[src/rtl/ifu_tag_ctrl_if.sv]
// Shared IFU cache types and the tag-controller bus, bundling the fetch, replacement-unit,
// memory and data-array-fill signals around ifu_tag_ctrl.
package ifu_pkg;
    localparam int WAYS_NUM = 16;
    localparam int WAY_W    = $clog2(WAYS_NUM);

    typedef struct packed {
        logic             update_tree;
        logic             cache_miss;
        logic [WAY_W-1:0] hit_cl;
    } t_cache_ctrl_plru;
endpackage

interface ifu_tag_ctrl_if #(
    parameter int ADDR_WIDTH = 32
);
    import ifu_pkg::*;

    logic                  fetch_req_valid;
    logic [ADDR_WIDTH-1:0] fetch_req_addr;
    logic                  fetch_req_ready;
    logic                  fetch_rsp_valid;
    logic                  fetch_rsp_hit;
    logic [WAY_W-1:0]      fetch_rsp_way;
    t_cache_ctrl_plru      cache_ctrl_plru;
    logic [WAY_W-1:0]      evicted_cl;
    logic                  mem_req_valid;
    logic                  mem_req_ready;
    logic [ADDR_WIDTH-1:0] mem_req_addr;
    logic                  mem_rsp_valid;
    logic                  fill_we;
    logic [WAY_W-1:0]      fill_way;
    logic                  flush;

    // The tag controller owns this side of every handshake.
    modport master (
        input  fetch_req_valid, fetch_req_addr, evicted_cl, mem_req_ready, mem_rsp_valid, flush,
        output fetch_req_ready, fetch_rsp_valid, fetch_rsp_hit, fetch_rsp_way, cache_ctrl_plru,
               mem_req_valid, mem_req_addr, fill_we, fill_way
    );

    modport slave (
        output fetch_req_valid, fetch_req_addr, evicted_cl, mem_req_ready, mem_rsp_valid, flush,
        input  fetch_req_ready, fetch_rsp_valid, fetch_rsp_hit, fetch_rsp_way, cache_ctrl_plru,
               mem_req_valid, mem_req_addr, fill_we, fill_way
    );
endinterface

[src/rtl/ifu_tag_ctrl.sv]
// Fully-associative IFU tag lookup and miss-fill controller.
// Optional macro IFU_TAG_FLUSH_EN enables tag invalidation through bus.flush while idle.
module ifu_tag_ctrl
    import ifu_pkg::*;
#(
    parameter int ADDR_WIDTH   = 32,
    parameter int OFFSET_WIDTH = 4
) (
    input  logic           clk,
    input  logic           rst,
    ifu_tag_ctrl_if.master bus
);
    localparam int TAG_W = ADDR_WIDTH - OFFSET_WIDTH;

    typedef enum logic [2:0] {
        IDLE,
        LOOKUP,
        MISS_REQ,
        MISS_WAIT,
        FILL
    } state_t;

    state_t                 state;
    state_t                 state_nxt;
    logic [TAG_W-1:0]       tag_q;
    logic [TAG_W-1:0]       tags [WAYS_NUM];
    logic [WAYS_NUM-1:0]    valid;
    logic                   hit;
    logic [WAY_W-1:0]       hit_way;
    logic                   accept;
    logic                   flush_now;
    logic                   unused_addr_bits;

    assign unused_addr_bits = ^bus.fetch_req_addr[OFFSET_WIDTH-1:0];

`ifdef IFU_TAG_FLUSH_EN
    assign flush_now = (state == IDLE) && bus.flush;
`else
    logic unused_flush;
    assign unused_flush = bus.flush;
    assign flush_now    = 1'b0;
`endif

    // Scan from the top way down so the lowest matching way wins.
    always_comb begin
        hit     = 1'b0;
        hit_way = '0;
        for (int i = WAYS_NUM - 1; i >= 0; i--) begin
            if (valid[i] && (tags[i] == tag_q)) begin
                hit     = 1'b1;
                hit_way = WAY_W'(i);
            end
        end
    end

    always_comb begin
        state_nxt           = state;
        accept              = 1'b0;
        bus.fetch_req_ready = 1'b0;
        bus.fetch_rsp_valid = 1'b0;
        bus.fetch_rsp_hit   = 1'b0;
        bus.fetch_rsp_way   = '0;
        bus.cache_ctrl_plru = '0;
        bus.mem_req_valid   = 1'b0;
        bus.mem_req_addr    = '0;
        bus.fill_we         = 1'b0;
        bus.fill_way        = '0;

        case (state)
            IDLE: begin
                bus.fetch_req_ready = !flush_now;
                accept              = bus.fetch_req_valid && !flush_now;
                if (accept) begin
                    state_nxt = LOOKUP;
                end
            end
            LOOKUP: begin
                if (hit) begin
                    bus.fetch_rsp_valid             = 1'b1;
                    bus.fetch_rsp_hit               = 1'b1;
                    bus.fetch_rsp_way               = hit_way;
                    bus.cache_ctrl_plru.update_tree = 1'b1;
                    bus.cache_ctrl_plru.hit_cl      = hit_way;
                    state_nxt                       = IDLE;
                end else begin
                    state_nxt = MISS_REQ;
                end
            end
            MISS_REQ: begin
                bus.mem_req_valid = 1'b1;
                bus.mem_req_addr  = {tag_q, {OFFSET_WIDTH{1'b0}}};
                if (bus.mem_req_ready) begin
                    state_nxt = MISS_WAIT;
                end
            end
            MISS_WAIT: begin
                if (bus.mem_rsp_valid) begin
                    state_nxt = FILL;
                end
            end
            FILL: begin
                // The victim way is taken from the replacement unit in this very cycle.
                bus.cache_ctrl_plru.update_tree = 1'b1;
                bus.cache_ctrl_plru.cache_miss  = 1'b1;
                bus.fill_we                     = 1'b1;
                bus.fill_way                    = bus.evicted_cl;
                bus.fetch_rsp_valid             = 1'b1;
                bus.fetch_rsp_way               = bus.evicted_cl;
                state_nxt                       = IDLE;
            end
            default: begin
                state_nxt = IDLE;
            end
        endcase
    end

    always_ff @(posedge clk) begin
        if (rst) begin
            state <= IDLE;
            valid <= '0;
            tag_q <= '0;
        end else begin
            state <= state_nxt;
            if (accept) begin
                tag_q <= bus.fetch_req_addr[ADDR_WIDTH-1:OFFSET_WIDTH];
            end
            if (state == FILL) begin
                valid[bus.evicted_cl] <= 1'b1;
            end
            if (flush_now) begin
                valid <= '0;
            end
        end
    end

    // Tag storage needs no reset; the valid bits gate every use of it.
    always_ff @(posedge clk) begin
        if (state == FILL) begin
            tags[bus.evicted_cl] <= tag_q;
        end
    end
endmodule

[src/flat_wrapper.sv]
// flat-port wrapper written by rule: the top's interface ports become plain ports
module ifu_tag_ctrl_flat import ifu_pkg::*;
#(
    parameter int ADDR_WIDTH   = 32,
    parameter int OFFSET_WIDTH = 4
)
  (clk, rst, bus_fetch_req_valid, bus_fetch_req_addr, bus_evicted_cl, bus_mem_req_ready, bus_mem_rsp_valid, bus_flush, bus_fetch_req_ready, bus_fetch_rsp_valid, bus_fetch_rsp_hit, bus_fetch_rsp_way, bus_cache_ctrl_plru, bus_mem_req_valid, bus_mem_req_addr, bus_fill_we, bus_fill_way);
  ifu_tag_ctrl_if #(.ADDR_WIDTH(ADDR_WIDTH)) bus_i ();
  input  logic clk;
  input  logic rst;
  input wire logic [$bits(bus_i.fetch_req_valid)-1:0] bus_fetch_req_valid;
  input wire logic [$bits(bus_i.fetch_req_addr)-1:0] bus_fetch_req_addr;
  input wire logic [$bits(bus_i.evicted_cl)-1:0] bus_evicted_cl;
  input wire logic [$bits(bus_i.mem_req_ready)-1:0] bus_mem_req_ready;
  input wire logic [$bits(bus_i.mem_rsp_valid)-1:0] bus_mem_rsp_valid;
  input wire logic [$bits(bus_i.flush)-1:0] bus_flush;
  output wire logic [$bits(bus_i.fetch_req_ready)-1:0] bus_fetch_req_ready;
  output wire logic [$bits(bus_i.fetch_rsp_valid)-1:0] bus_fetch_rsp_valid;
  output wire logic [$bits(bus_i.fetch_rsp_hit)-1:0] bus_fetch_rsp_hit;
  output wire logic [$bits(bus_i.fetch_rsp_way)-1:0] bus_fetch_rsp_way;
  output wire logic [$bits(bus_i.cache_ctrl_plru)-1:0] bus_cache_ctrl_plru;
  output wire logic [$bits(bus_i.mem_req_valid)-1:0] bus_mem_req_valid;
  output wire logic [$bits(bus_i.mem_req_addr)-1:0] bus_mem_req_addr;
  output wire logic [$bits(bus_i.fill_we)-1:0] bus_fill_we;
  output wire logic [$bits(bus_i.fill_way)-1:0] bus_fill_way;
  assign bus_i.fetch_req_valid = bus_fetch_req_valid;
  assign bus_i.fetch_req_addr = bus_fetch_req_addr;
  assign bus_i.evicted_cl = bus_evicted_cl;
  assign bus_i.mem_req_ready = bus_mem_req_ready;
  assign bus_i.mem_rsp_valid = bus_mem_rsp_valid;
  assign bus_i.flush = bus_flush;
  assign bus_fetch_req_ready = bus_i.fetch_req_ready;
  assign bus_fetch_rsp_valid = bus_i.fetch_rsp_valid;
  assign bus_fetch_rsp_hit = bus_i.fetch_rsp_hit;
  assign bus_fetch_rsp_way = bus_i.fetch_rsp_way;
  assign bus_cache_ctrl_plru = bus_i.cache_ctrl_plru;
  assign bus_mem_req_valid = bus_i.mem_req_valid;
  assign bus_mem_req_addr = bus_i.mem_req_addr;
  assign bus_fill_we = bus_i.fill_we;
  assign bus_fill_way = bus_i.fill_way;
  ifu_tag_ctrl #(.ADDR_WIDTH(ADDR_WIDTH), .OFFSET_WIDTH(OFFSET_WIDTH)) u_core (.clk(clk), .rst(rst), .bus(bus_i));
endmodule
[config.mk]
export PLATFORM = sky130hd
export DESIGN_NAME = ifu_tag_ctrl_flat
export DESIGN_NICKNAME = d
export VERILOG_FILES = /design/src/rtl/ifu_tag_ctrl_if.sv /design/src/rtl/ifu_tag_ctrl.sv /design/src/flat_wrapper.sv
export SDC_FILE = /design/constraint.sdc
export NUM_CORES = 1
export LEC_CHECK = 0
export ABC_CLOCK_PERIOD_IN_PS = 3300
export BUFFER_PORTS_ARGS = -buffer_cell sky130_fd_sc_hd__buf_2
export CELL_PAD_IN_SITES_DETAIL_PLACEMENT = 1
export CELL_PAD_IN_SITES_GLOBAL_PLACEMENT = 1
export CORE_MARGIN = 10
export CORE_UTILIZATION = 35
export CTS_CLUSTER_SIZE = 20
export DETAILED_ROUTE_END_ITERATION = 8
export HOLD_SLACK_MARGIN = 0.1
export PLACE_DENSITY = 0.61
export SETUP_SLACK_MARGIN = 0.15
export SYNTH_ARGS = -nofsm -noshare
export SYNTH_HDL_FRONTEND = slang
export SYNTH_SLANG_ARGS = --single-unit
[constraint.sdc]
create_clock -name clk -period 3.3 [get_ports clk]
set_input_delay 0.33 -clock clk [delete_from_list [all_inputs] [get_ports clk]]
set_output_delay 0.33 -clock clk [all_outputs]
set_load 0.01 [all_outputs]
==> flow_metrics.env, run 1 <==
export IMPL_dieArea_um2=74100
export IMPL_io_buffers=83
export IMPL_cts_sinks=495
export IMPL_final_setup_viol_count=11
export IMPL_p_per_area_nw_per_um2=499
export IMPL_grt_pass1_wl_um=105000
export IMPL_synth_edf_count=448
export IMPL_cp_max_fo=6
export IMPL_dp_hpwl_um=46500
export IMPL_cts_tree="done"
export IMPL_drt_iter0_markers=1110
export IMPL_overflow=0
export IMPL_period_share_pct=119
export IMPL_crit_chain="buf_12 > buf_16 > buf_12 > xor2_1 > nor4b_2 > nand4_1 > nor4_1 > buf_4 > nand3_1 > nand4_1 > nor4_2 > nor4b_2 > buf_4 > or2_1 > buf_2"
export IMPL_synth_area_leaders="edfxtp_1 (60%), xnor2_1 (12%), xor2_1 (5.2%), dfxtp_1 (4.2%), nand4_1 (4.0%)"
export IMPL_post_route_min_period_ps=3920
export IMPL_fillCellCount=6356
export IMPL_placed_area_um2=25500
export IMPL_vdd_ir_drop_max_mv=0.363
export IMPL_final_max_slew_violation_count=0
export IMPL_start_kind="register"
export IMPL_antenna_found_initial=3
export IMPL_slew_headroom_pct=24.1
export IMPL_clock_skew_ps=20.3
export IMPL_synthCells=1616
export IMPL_vias=14900
export IMPL_globalplace_congestion=0.879
export IMPL_grt_total_usage_pct=19.0
export IMPL_ff2ff_path_depth=14
export IMPL_status="complete, but fails checks"
export IMPL_clock_latency_ps=620
export IMPL_gr_max_usage_layer="met2"
export IMPL_grt_pass1_vias=15700
export IMPL_cpMaxStageDelayCell="dfxtp_4"
export IMPL_p_leak_uw=0.0103
export IMPL_seq_area_frac_synth_pct=64.7
export IMPL_nets=2028
export IMPL_drv_cap=0
export IMPL_die_height_um=272
export IMPL_drive_gt1_share_pct=31.2
export IMPL_first_pass_iters=5
export IMPL_clkSlewWorstSetupHoldPaths_ps=60
export IMPL_path_delay_family="simple AND/OR/NAND/NOR gates"
export IMPL_rsz0062_at_grt="true"
export IMPL_ios=93
export IMPL_yosysTopAreaCellShare_pct=60.5
export IMPL_holdPathStages=4
export IMPL_r2r_start="u_core.tag_q[10]"
export IMPL_wl_per_cell_um=25.2
export IMPL_synth_top_area_cell="edfxtp_1"
export IMPL_synth_top_cells_by_count="edfxtp_1 (448), xnor2_1 (304), nand4_1 (142)"
export IMPL_synth_top_flop_cell="edfxtp_1"
export IMPL_cts_root_buf="clkbuf_16"
export IMPL_tightestPinTransition_ps=1140
export IMPL_worstHoldStart="bus_fetch_req_valid"
export IMPL_ys_seq_elements=495
export IMPL_gr_usage_met2_pct=31.3
export IMPL_post_place_ws_ps=-369
export IMPL_hold_end="u_core.state[0]"
export IMPL_syn_cell_area_um2=22300
export IMPL_grt_start_max_net_pins=30
export IMPL_arrival_ps=3590
export IMPL_yosysMostFrequentCell="edfxtp_1"
export IMPL_diodes=0
export IMPL_grtUsageMet3_pct=3.22
export IMPL_criticalPathCategory="register to output pin"
export IMPL_initial_core_util_pct=35.3
export IMPL_reg2reg_slack_ps=500
export IMPL_area_delta_synth_final_pct=32.0
export IMPL_syn_avg_cell_area_um2=13.8
export IMPL_ys_warn_count=0
export IMPL_die_x_um=272
export IMPL_ant_nets=0
export IMPL_setup_ws_ps=-616
export IMPL_violations="setup timing"
export IMPL_cts_inserted_buffers=53
export IMPL_synthArstFlopShare_pct=0
export IMPL_ys_types=57
export IMPL_htree_levels=2
export IMPL_drc=0
export IMPL_met1_usage_pct=25.0
export IMPL_avgViaCountPerCell=5.17
export IMPL_final_area_um2=29400
export IMPL_max_freq_mhz=255
export IMPL_design_power_total_uw=14600
export IMPL_totalWireLength_um=72400
export IMPL_final_core_util_pct=46.6
export IMPL_core_area_um2=63000
export IMPL_max_stage_delay_ps=380
export IMPL_cts_buffer_depth=3
export IMPL_std_cell_rows=92
export IMPL_endpoint_kind="output pin"
export IMPL_hp_class="primary input to register"
export IMPL_hold_violations=0
export IMPL_critPathBufInv=6
export IMPL_crit_required_ps=2970
export IMPL_rr_endpoint="u_core.state[1]"
[cells by family (layout without fill, tap and decap cells)]
group / Yosys count / count (layout) / synth area share [%]
AOI/OAI and AO/OA: 68 / 68 / 1.90
muxes: 1 / 1 / 0.0450
xor gates and xnor gates: 440 / 440 / 17.5
DFF: 495 / 495 / 64.7
other: 1 / 4 / 0.0169
buffers and inverters: 92 / 503 / 2.79
and+or+nand+nor: 519 / 519 / 13.1
[sequential cells by signal, summed over array words and instances, names as in the netlist]
signal and count:
u_core.tag_q 28, u_core.valid 16, u_core.state 3, u_core.tags 448
[where the power goes]
part	internal (uW)	leakage, uW	switching (uW)
Clock	3430	0.000853	2540
Combinational	757	0.00481	949
Sequential	6890	0.00467	79.3
[routing by layer]
layer,vias to the layer above,wire [um]
met4,0,2080
met5,-,0
met1,7654,31800
li1,6643,-
met2,474,34400
met3,103,4070
[through the flow]
stage	TNS, ps	instances	hold WS, ps
3_5_place_dp	-2180	2682	458
3_3_place_gp	-1790	2682	442
6_report	-4790	2876	203
4_1_cts	-4220	2861	171
5_1_grt	-6360	2876	221
2_1_floorplan	0	1619	432
[worst reg2reg max path: stages, from the launching register on]
cell and delay, ps:
dfxtp_4 380, buf_12 150, buf_16 170, buf_12 140, xor2_1 180, nor4b_2 300
nand4_1 170, nor4_1 320, buf_4 190, nand3_1 80, nand4_1 120, nor4_2 80
buf_4 160, a22oi_1 180, nor3_1 60
[worst max path at each step]
stage	startpoint	end	slack, ps	cells after the start
after global routing	u_core.tags[12][3]	bus_fetch_rsp_way[1]	-750	13
after floorplan	u_core.state[1]	u_core.tags[11][0]	140	5
after CTS	u_core.tags[12][3]	bus_fetch_rsp_way[0]	-590	13
after detailed placement	u_core.tag_q[15]	bus_cache_ctrl_plru[1]	-370	12
final	u_core.tag_q[10]	bus_fetch_rsp_way[0]	-620	15
after global placement	u_core.tag_q[15]	bus_fetch_rsp_way[1]	-310	12
[what timing repair did]
action | CTS | global route
gates resized for setup | 134 | 66
hold buffers | 29 | 0
pin swaps | 33 | 26
setup endpoints to repair | 11 | 11
setup buffers | 47 | 14
cloned | 4 | 1
endpoints found under the hold margin | 30 | 0
[cell type report]
type                       count  area (um^2)  area share (%)
tap                          846         1060            3.60
clock inverter                31          284           0.967
sequential                   495        14500            49.3
timing repair buffer         390         3750            12.8
clock buffer                  68         1450            4.95
multi-input combinational   1032         8280            28.2
inverter                      14         52.6           0.179
[cells in the final DEF, fill, tap and decap left out, drive strengths merged, types with 22 or more instances in the layout]
| cell type | synthesis | layout |
|---|---|---|
| buf | 63 | 359 |
| xnor2 | 309 | 309 |
| dlygate4sd3 | 0 | 29 |
| nor4 | 74 | 74 |
| a21oi | 32 | 32 |
| xor2 | 131 | 131 |
| clkbuf | 15 | 69 |
| dfxtp | 47 | 47 |
| and2 | 37 | 37 |
| edfxtp | 448 | 448 |
| clkinv | 0 | 22 |
| nand2 | 102 | 102 |
| nor2 | 56 | 56 |
| nand4 | 142 | 142 |
Note: power is estimated with default switching activity, not from simulation.
==> inputs of run 2 (changes only) <==
--- a/config.mk
+++ b/config.mk
@@ -5,8 +5,9 @@
 export SDC_FILE = /design/constraint.sdc
 export NUM_CORES = 1
 export LEC_CHECK = 0
-export ABC_CLOCK_PERIOD_IN_PS = 3300
+export ABC_CLOCK_PERIOD_IN_PS = 4700
 export BUFFER_PORTS_ARGS = -buffer_cell sky130_fd_sc_hd__buf_2
+export CAP_MARGIN = 5
 export CELL_PAD_IN_SITES_DETAIL_PLACEMENT = 1
 export CELL_PAD_IN_SITES_GLOBAL_PLACEMENT = 1
 export CORE_MARGIN = 10
@@ -14,7 +15,7 @@
 export CTS_CLUSTER_SIZE = 20
 export DETAILED_ROUTE_END_ITERATION = 8
 export HOLD_SLACK_MARGIN = 0.1
-export PLACE_DENSITY = 0.61
+export PLACE_DENSITY = 0.59
 export SETUP_SLACK_MARGIN = 0.15
 export SYNTH_ARGS = -nofsm -noshare
 export SYNTH_HDL_FRONTEND = slang
==> constraint.sdc (replaced) <==
create_clock -name clk -period 4.7 [get_ports clk]
set_input_delay 0.47 -clock clk [delete_from_list [all_inputs] [get_ports clk]]
set_output_delay 0.47 -clock clk [all_outputs]
set_load 0.01 [all_outputs]
==> run 2 against run 1 <==
Effect of this change: the run now ends clean; via count decreased by 6.5%; largest cell class unchanged; critical endpoint is now bus_fetch_rsp_way[1]; sequential cell count stayed put; sequential share of layout area grew 6.0 points.
==> flow_metrics.env, run 2 (synthesized netlist as in run 1, its figures left out) <==
export IMPL_post_route_min_period_ps=4360
export IMPL_htree_levels=2
export IMPL_core_area_um2=63000
export IMPL_comb_power_share_pct=8.4
export IMPL_avgViaCountPerCell=5.17
export IMPL_seqPwrFrac_pct=49.8
export IMPL_r2r_start="u_core.tag_q[3]"
export IMPL_final_max_slew_violation_count=0
export IMPL_final_common_cell="edfxtp_1"
export IMPL_power_frac_clock_pct=41.8
export IMPL_globalplace_congestion=0.817
export IMPL_hold_violations=0
export IMPL_setup_tns_ps=0
export IMPL_criticalPathCategory="register to output pin"
export IMPL_vdd_ir_drop_max_mv=0.246
export IMPL_intPower_uw=7550
export IMPL_drc=0
export IMPL_grt_total_usage_pct=17.8
export IMPL_die_height_um=272
export IMPL_grt_pass1_vias=14700
export IMPL_swShare_pct=24.0
export IMPL_first_pass_iters=5
export IMPL_largest_reg_flops=448
export IMPL_clock_skew_ps=15.2
export IMPL_area_delta_synth_final_pct=17.5
export IMPL_hold_end="u_core.tag_q[21]"
export IMPL_cpMaxStageDelayCell="dfxtp_2"
export IMPL_drv_cap=0
export IMPL_status="finished, final reports clean"
export IMPL_cts_root_buf="clkbuf_16"
export IMPL_clkSlewWorstSetupHoldPaths_ps=60
export IMPL_design_power_total_uw=9940
export IMPL_slew_headroom_pct=28.2
export IMPL_cts_inserted_buffers=52
export IMPL_diodes=0
export IMPL_ios=93
export IMPL_drt_iter0_markers=1018
export IMPL_crit_required_ps=4230
export IMPL_clock_latency_ps=610
export IMPL_grt_pass1_wl_um=98500
export IMPL_cts_buffer_depth=3
export IMPL_start_kind="register"
export IMPL_die_x_um=272
export IMPL_ff2ff_path_depth=10
export IMPL_critPathBufInv=2
export IMPL_p_leak_uw=0.00880
export IMPL_rr_endpoint="u_core.state[1]"
export IMPL_cts_sinks=495
export IMPL_tightestPinTransition_ps=1070
export IMPL_path_delay_family="simple AND/OR/NAND/NOR gates"
export IMPL_max_freq_mhz=229
export IMPL_final_area_um2=26100
export IMPL_placed_area_um2=24200
export IMPL_regMostFlops="u_core.tags"
export IMPL_drive_gt1_share_pct=18.1
export IMPL_grt_start_max_net_pins=35
export IMPL_netSwitchingPower_uw=2390
export IMPL_initial_core_util_pct=35.3
export IMPL_hp_class="primary input to register"
export IMPL_nets=1839
export IMPL_rsz0062_at_grt="false"
export IMPL_totalWireLength_um=67200
export IMPL_antenna_found_initial=4
export IMPL_arrival_ps=3890
export IMPL_overflow=0
export IMPL_std_cell_rows=92
export IMPL_ant_nets=0
export IMPL_wl_per_cell_um=25.0
export IMPL_reg2reg_slack_ps=1800
export IMPL_holdPathStages=3
export IMPL_final_setup_viol_count=0
export IMPL_worstHoldStart="bus_fetch_req_addr[25]"
export IMPL_max_stage_delay_ps=580
export IMPL_period_share_pct=92.8
export IMPL_endpoint_kind="output pin"
export IMPL_worst_path_most_repeated_cell="nand4_1"
export IMPL_top_regs="u_core.tags (448), u_core.tag_q (28), u_core.valid (16)"
export IMPL_cts_tree="done"
export IMPL_dieArea_um2=74100
export IMPL_p_per_area_nw_per_um2=380
export IMPL_cp_max_fo=20
export IMPL_vias=13900
export IMPL_crit_chain="buf_4 > xnor2_1 > nand4_1 > nor4_2 > nand3_1 > nand4_1 > or3_1 > and4bb_4 > or3b_4 > o21bai_2 > buf_2"
export IMPL_io_buffers=83
export IMPL_final_cell_mix="edfxtp_1 (448), xnor2_1 (304), nand4_1 (142), xor2_1 (131), nand2_1 (102)"
export IMPL_dp_hpwl_um=44000
[run 2: changes by cell type in the layout (fill, tap and decap cells not counted), moves of 7 or more]
| cell | previous run | this run |
|---|---|---|
| buf_2 | 73 | 83 |
| nor4_2 | 26 | 4 |
| xnor2_1 | 248 | 304 |
| dfxtp_2 | 8 | 16 |
| buf_6 | 20 | 3 |
| buf_4 | 202 | 83 |
| xnor2_4 | 7 | 0 |
| xnor2_2 | 54 | 5 |
| nor4_1 | 42 | 70 |
| buf_12 | 60 | 15 |
| dlygate4sd3_1 | 29 | 18 |
| dfxtp_4 | 20 | 12 |
[run 2: cell type report]
cell class	instances	area, um^2
fill	6499	36800
sequential	495	14500
multi-input combinational	1032	7320
timing repair buffer	202	1550
clock buffer	62	1360
tap	846	1060
clock inverter	36	345
inverter	14	52.6
[run 2: through the flow]
stage	setup slack [ps]	utilization, %	std cells	hold slack, ps
6_report	340	41.5	2687	130
5_1_grt	136	41.5	2687	108
4_1_cts	150	41.4	2685	101
3_5_place_dp	708	38.4	2569	457
3_3_place_gp	799	38.4	2569	441
2_1_floorplan	770	-	1619	432
[run 2: worst reg2reg max path: cells and delay by family, from the launching register on]
family	cells	cell delay [ps]
compound gates	1	190
xor+xnor	1	230
buf+inv	1	160
flops	1	600
simple gates	7	1590
[run 2: how the worst max path moves through the flow]
stage	from	to	slack, ps	cells after the start
2_1_floorplan	u_core.state[1]	u_core.tags[8][0]	770	5
3_3_place_gp	u_core.tag_q[1]	bus_fetch_rsp_way[0]	800	12
3_5_place_dp	u_core.tag_q[1]	bus_fetch_rsp_way[0]	710	12
4_1_cts	u_core.tag_q[7]	bus_fetch_rsp_way[0]	150	12
5_1_grt	u_core.tag_q[13]	bus_cache_ctrl_plru[1]	140	11
6_report	u_core.tag_q[13]	bus_fetch_rsp_way[1]	340	11
[run 2: timing repair]
item | in CTS | in global routing
resized for setup | 3 | 14
endpoints found under the setup margin | 2 | 6
hold buffers | 18 | 0
setup buffers | 0 | 1
pin swaps | 0 | 1
hold endpoints to repair | 18 | 0
[run 2: power groups by stage]
stage	combinational [uW]	clock [uW]	sequential, uW
finish	831	4160	4950
global route	901	4430	4950
CTS	836	4260	4960
detailed placement	817	0	5050
global placement	800	0	5050
floorplan	516	0	4980
[run 2: per-layer routing]
layer / wire (um) / GRT usage, % / up-vias
li1: - / - / 6264
met1: 29400 / 22.8 / 7138
met2: 31400 / 28.8 / 368
met3: 3660 / 3.74 / 131
met4: 2790 / 7.59 / 0
met5: 0 / 0 / -
==> inputs of run 3 (changes only) <==
--- a/config.mk
+++ b/config.mk
@@ -8,15 +8,16 @@
 export ABC_CLOCK_PERIOD_IN_PS = 4700
 export BUFFER_PORTS_ARGS = -buffer_cell sky130_fd_sc_hd__buf_2
 export CAP_MARGIN = 5
-export CELL_PAD_IN_SITES_DETAIL_PLACEMENT = 1
-export CELL_PAD_IN_SITES_GLOBAL_PLACEMENT = 1
+export CELL_PAD_IN_SITES_DETAIL_PLACEMENT = 2
+export CELL_PAD_IN_SITES_GLOBAL_PLACEMENT = 2
 export CORE_MARGIN = 10
 export CORE_UTILIZATION = 35
 export CTS_CLUSTER_SIZE = 20
 export DETAILED_ROUTE_END_ITERATION = 8
 export HOLD_SLACK_MARGIN = 0.1
-export PLACE_DENSITY = 0.59
+export PLACE_DENSITY = 0.66
 export SETUP_SLACK_MARGIN = 0.15
 export SYNTH_ARGS = -nofsm -noshare
 export SYNTH_HDL_FRONTEND = slang
 export SYNTH_SLANG_ARGS = --single-unit
+export TNS_END_PERCENT = 100
==> run 3 against run 2 <==
Effect of this change: clock skew grew 3.9 ps; total power grew 3.5%; clock power grew 7.5%; sequential share of layout area shrank 0.66 points; largest cell class unchanged; largest power group unchanged; highest routed layer unchanged.
==> flow_metrics.env, run 3 (synthesized netlist as in run 1, its figures left out) <==
export IMPL_drive_gt1_share_pct=18.8
export IMPL_core_area_um2=63000
export IMPL_status="finished, final reports clean"
export IMPL_setup_tns_ps=0
export IMPL_stdcell_count=2705
export IMPL_cts_tree="done"
export IMPL_ios=93
export IMPL_p_leak_uw=0.00893
export IMPL_place_inst=2571
export IMPL_vdd_ir_drop_max_mv=0.251
export IMPL_clock_skew_ps=19.1
export IMPL_crit_required_ps=4230
export IMPL_design_power_total_uw=10300
export IMPL_drc=0
export IMPL_whs_ps=137
export IMPL_vias=14300
export IMPL_clock_latency_ps=610
export IMPL_worst_path_most_repeated_cell="nand4_1"
export IMPL_cts_inserted_buffers=54
export IMPL_tightestPinTransition_ps=1230
export IMPL_first_pass_iters=5
export IMPL_arrival_ps=3930
export IMPL_dieArea_um2=74100
export IMPL_start_kind="register"
export IMPL_antenna_found_initial=0
export IMPL_avgViaCountPerCell=5.30
export IMPL_cp_max_fo=14
export IMPL_post_route_min_period_ps=4400
export IMPL_endpoint_kind="output pin"
export IMPL_final_core_util_pct=42.0
export IMPL_overflow=0
export IMPL_grt_start_max_net_pins=37
export IMPL_totalWireLength_um=73500
export IMPL_clkSlewWorstSetupHoldPaths_ps=60
export IMPL_period_share_pct=93.5
export IMPL_crit_chain="buf_12 > buf_4 > xnor2_1 > nand4_1 > or2_2 > nor4_1 > nand4_1 > nand4_1 > nor4_2 > nor4b_1 > buf_4 > or2_1 > buf_2"
export IMPL_die_height_um=272
export IMPL_hp_class="primary input to register"
export IMPL_initial_core_util_pct=35.3
export IMPL_hold_violations=0
export IMPL_regMostFlops="u_core.tags"
export IMPL_std_cell_rows=92
export IMPL_ant_nets=0
export IMPL_cts_buffer_depth=3
export IMPL_final_cell_mix="edfxtp_1 (448), xnor2_1 (303), nand4_1 (142), xor2_1 (131), nand2_1 (102)"
export IMPL_p_per_area_nw_per_um2=389
export IMPL_final_max_slew_violation_count=0
export IMPL_drv_cap=0
export IMPL_grt_total_usage_pct=19.4
export IMPL_nets=1855
export IMPL_criticalPathCategory="register to output pin"
export IMPL_grt_pass1_vias=15700
export IMPL_slew_headroom_pct=17.7
export IMPL_area_delta_synth_final_pct=18.9
export IMPL_final_common_cell="edfxtp_1"
export IMPL_top_regs="u_core.tags (448), u_core.tag_q (28), u_core.valid (16)"
export IMPL_wl_per_cell_um=27.2
export IMPL_largest_reg_flops=448
export IMPL_final_setup_viol_count=0
export IMPL_cts_sinks=495
export IMPL_cpMaxStageDelayCell="dfxtp_2"
export IMPL_globalplace_congestion=0.844
export IMPL_dp_hpwl_um=47700
export IMPL_htree_levels=2
export IMPL_drt_iter0_markers=979
export IMPL_io_buffers=83
export IMPL_cts_root_buf="clkbuf_16"
export IMPL_diodes=0
export IMPL_rsz0062_at_grt="true"
export IMPL_max_stage_delay_ps=500
export IMPL_die_x_um=272
export IMPL_max_freq_mhz=228
export IMPL_grt_pass1_wl_um=107000
[run 3: worst max-delay path, delay by kind of cell (launching register included)]
kind / cells / cell delay [ps]
buffers and inverters: 4 / 760
XOR/XNOR: 1 / 170
AND/OR/NAND/NOR: 8 / 1870
flip-flops: 1 / 500
[run 3: what timing repair did]
item	CTS	global route
hold buffers	27	0
gates resized for setup	7	18
buffers inserted	1	4
setup endpoints to repair	9	8
endpoints found under the hold margin	27	0
pin swaps	1	0
[run 3: worst paths after layout]
| check | to | slack, ps | startpoint | depth (start not counted) |
|---|---|---|---|---|
| setup / recovery | bus_fetch_rsp_way[0] | 300 | u_core.tag_q[16] | 13 |
| hold / removal | u_core.tag_q[18] | 140 | bus_fetch_req_addr[22] | 3 |
| setup reg to reg | u_core.tags[6][7] | 1800 | u_core.state[2] | 5 |
| hold reg to reg | u_core.valid[8] | 470 | u_core.valid[8] | 2 |
[run 3: layer usage]
layer  vias to the layer above  track usage [%]  share of wire, %
met5                         -                0                 0
met1                      7551             24.8                43
li1                       6289                -                 -
met3                       141             3.83               5.3
met4                         0             6.46               3.6
met2                       362             32.4                48
[run 3: per-stage QoR]
step           area [um^2]  setup slack (ps)
6_report             26500               305
2_1_floorplan        22300               770
4_1_cts              26300               133
3_5_place_dp         24200               580
5_1_grt              26500               136
3_3_place_gp         24200               589
[run 3: where the power goes]
part	total (uW)	internal, uW	switching, uW
Combinational	898	331	567
Sequential	4930	4840	94.9
Clock	4470	2650	1820
Total	10300	7820	2480
[run 3: cell type report]
class	instances	area [um^2]
clock buffers	70	1480
clock inverters	32	364
fillers	6236	36500
inverters	14	52.6
multi-input cells	1032	7360
flip-flops and latches	495	14500
well taps	846	1060
repair buffers	216	1700
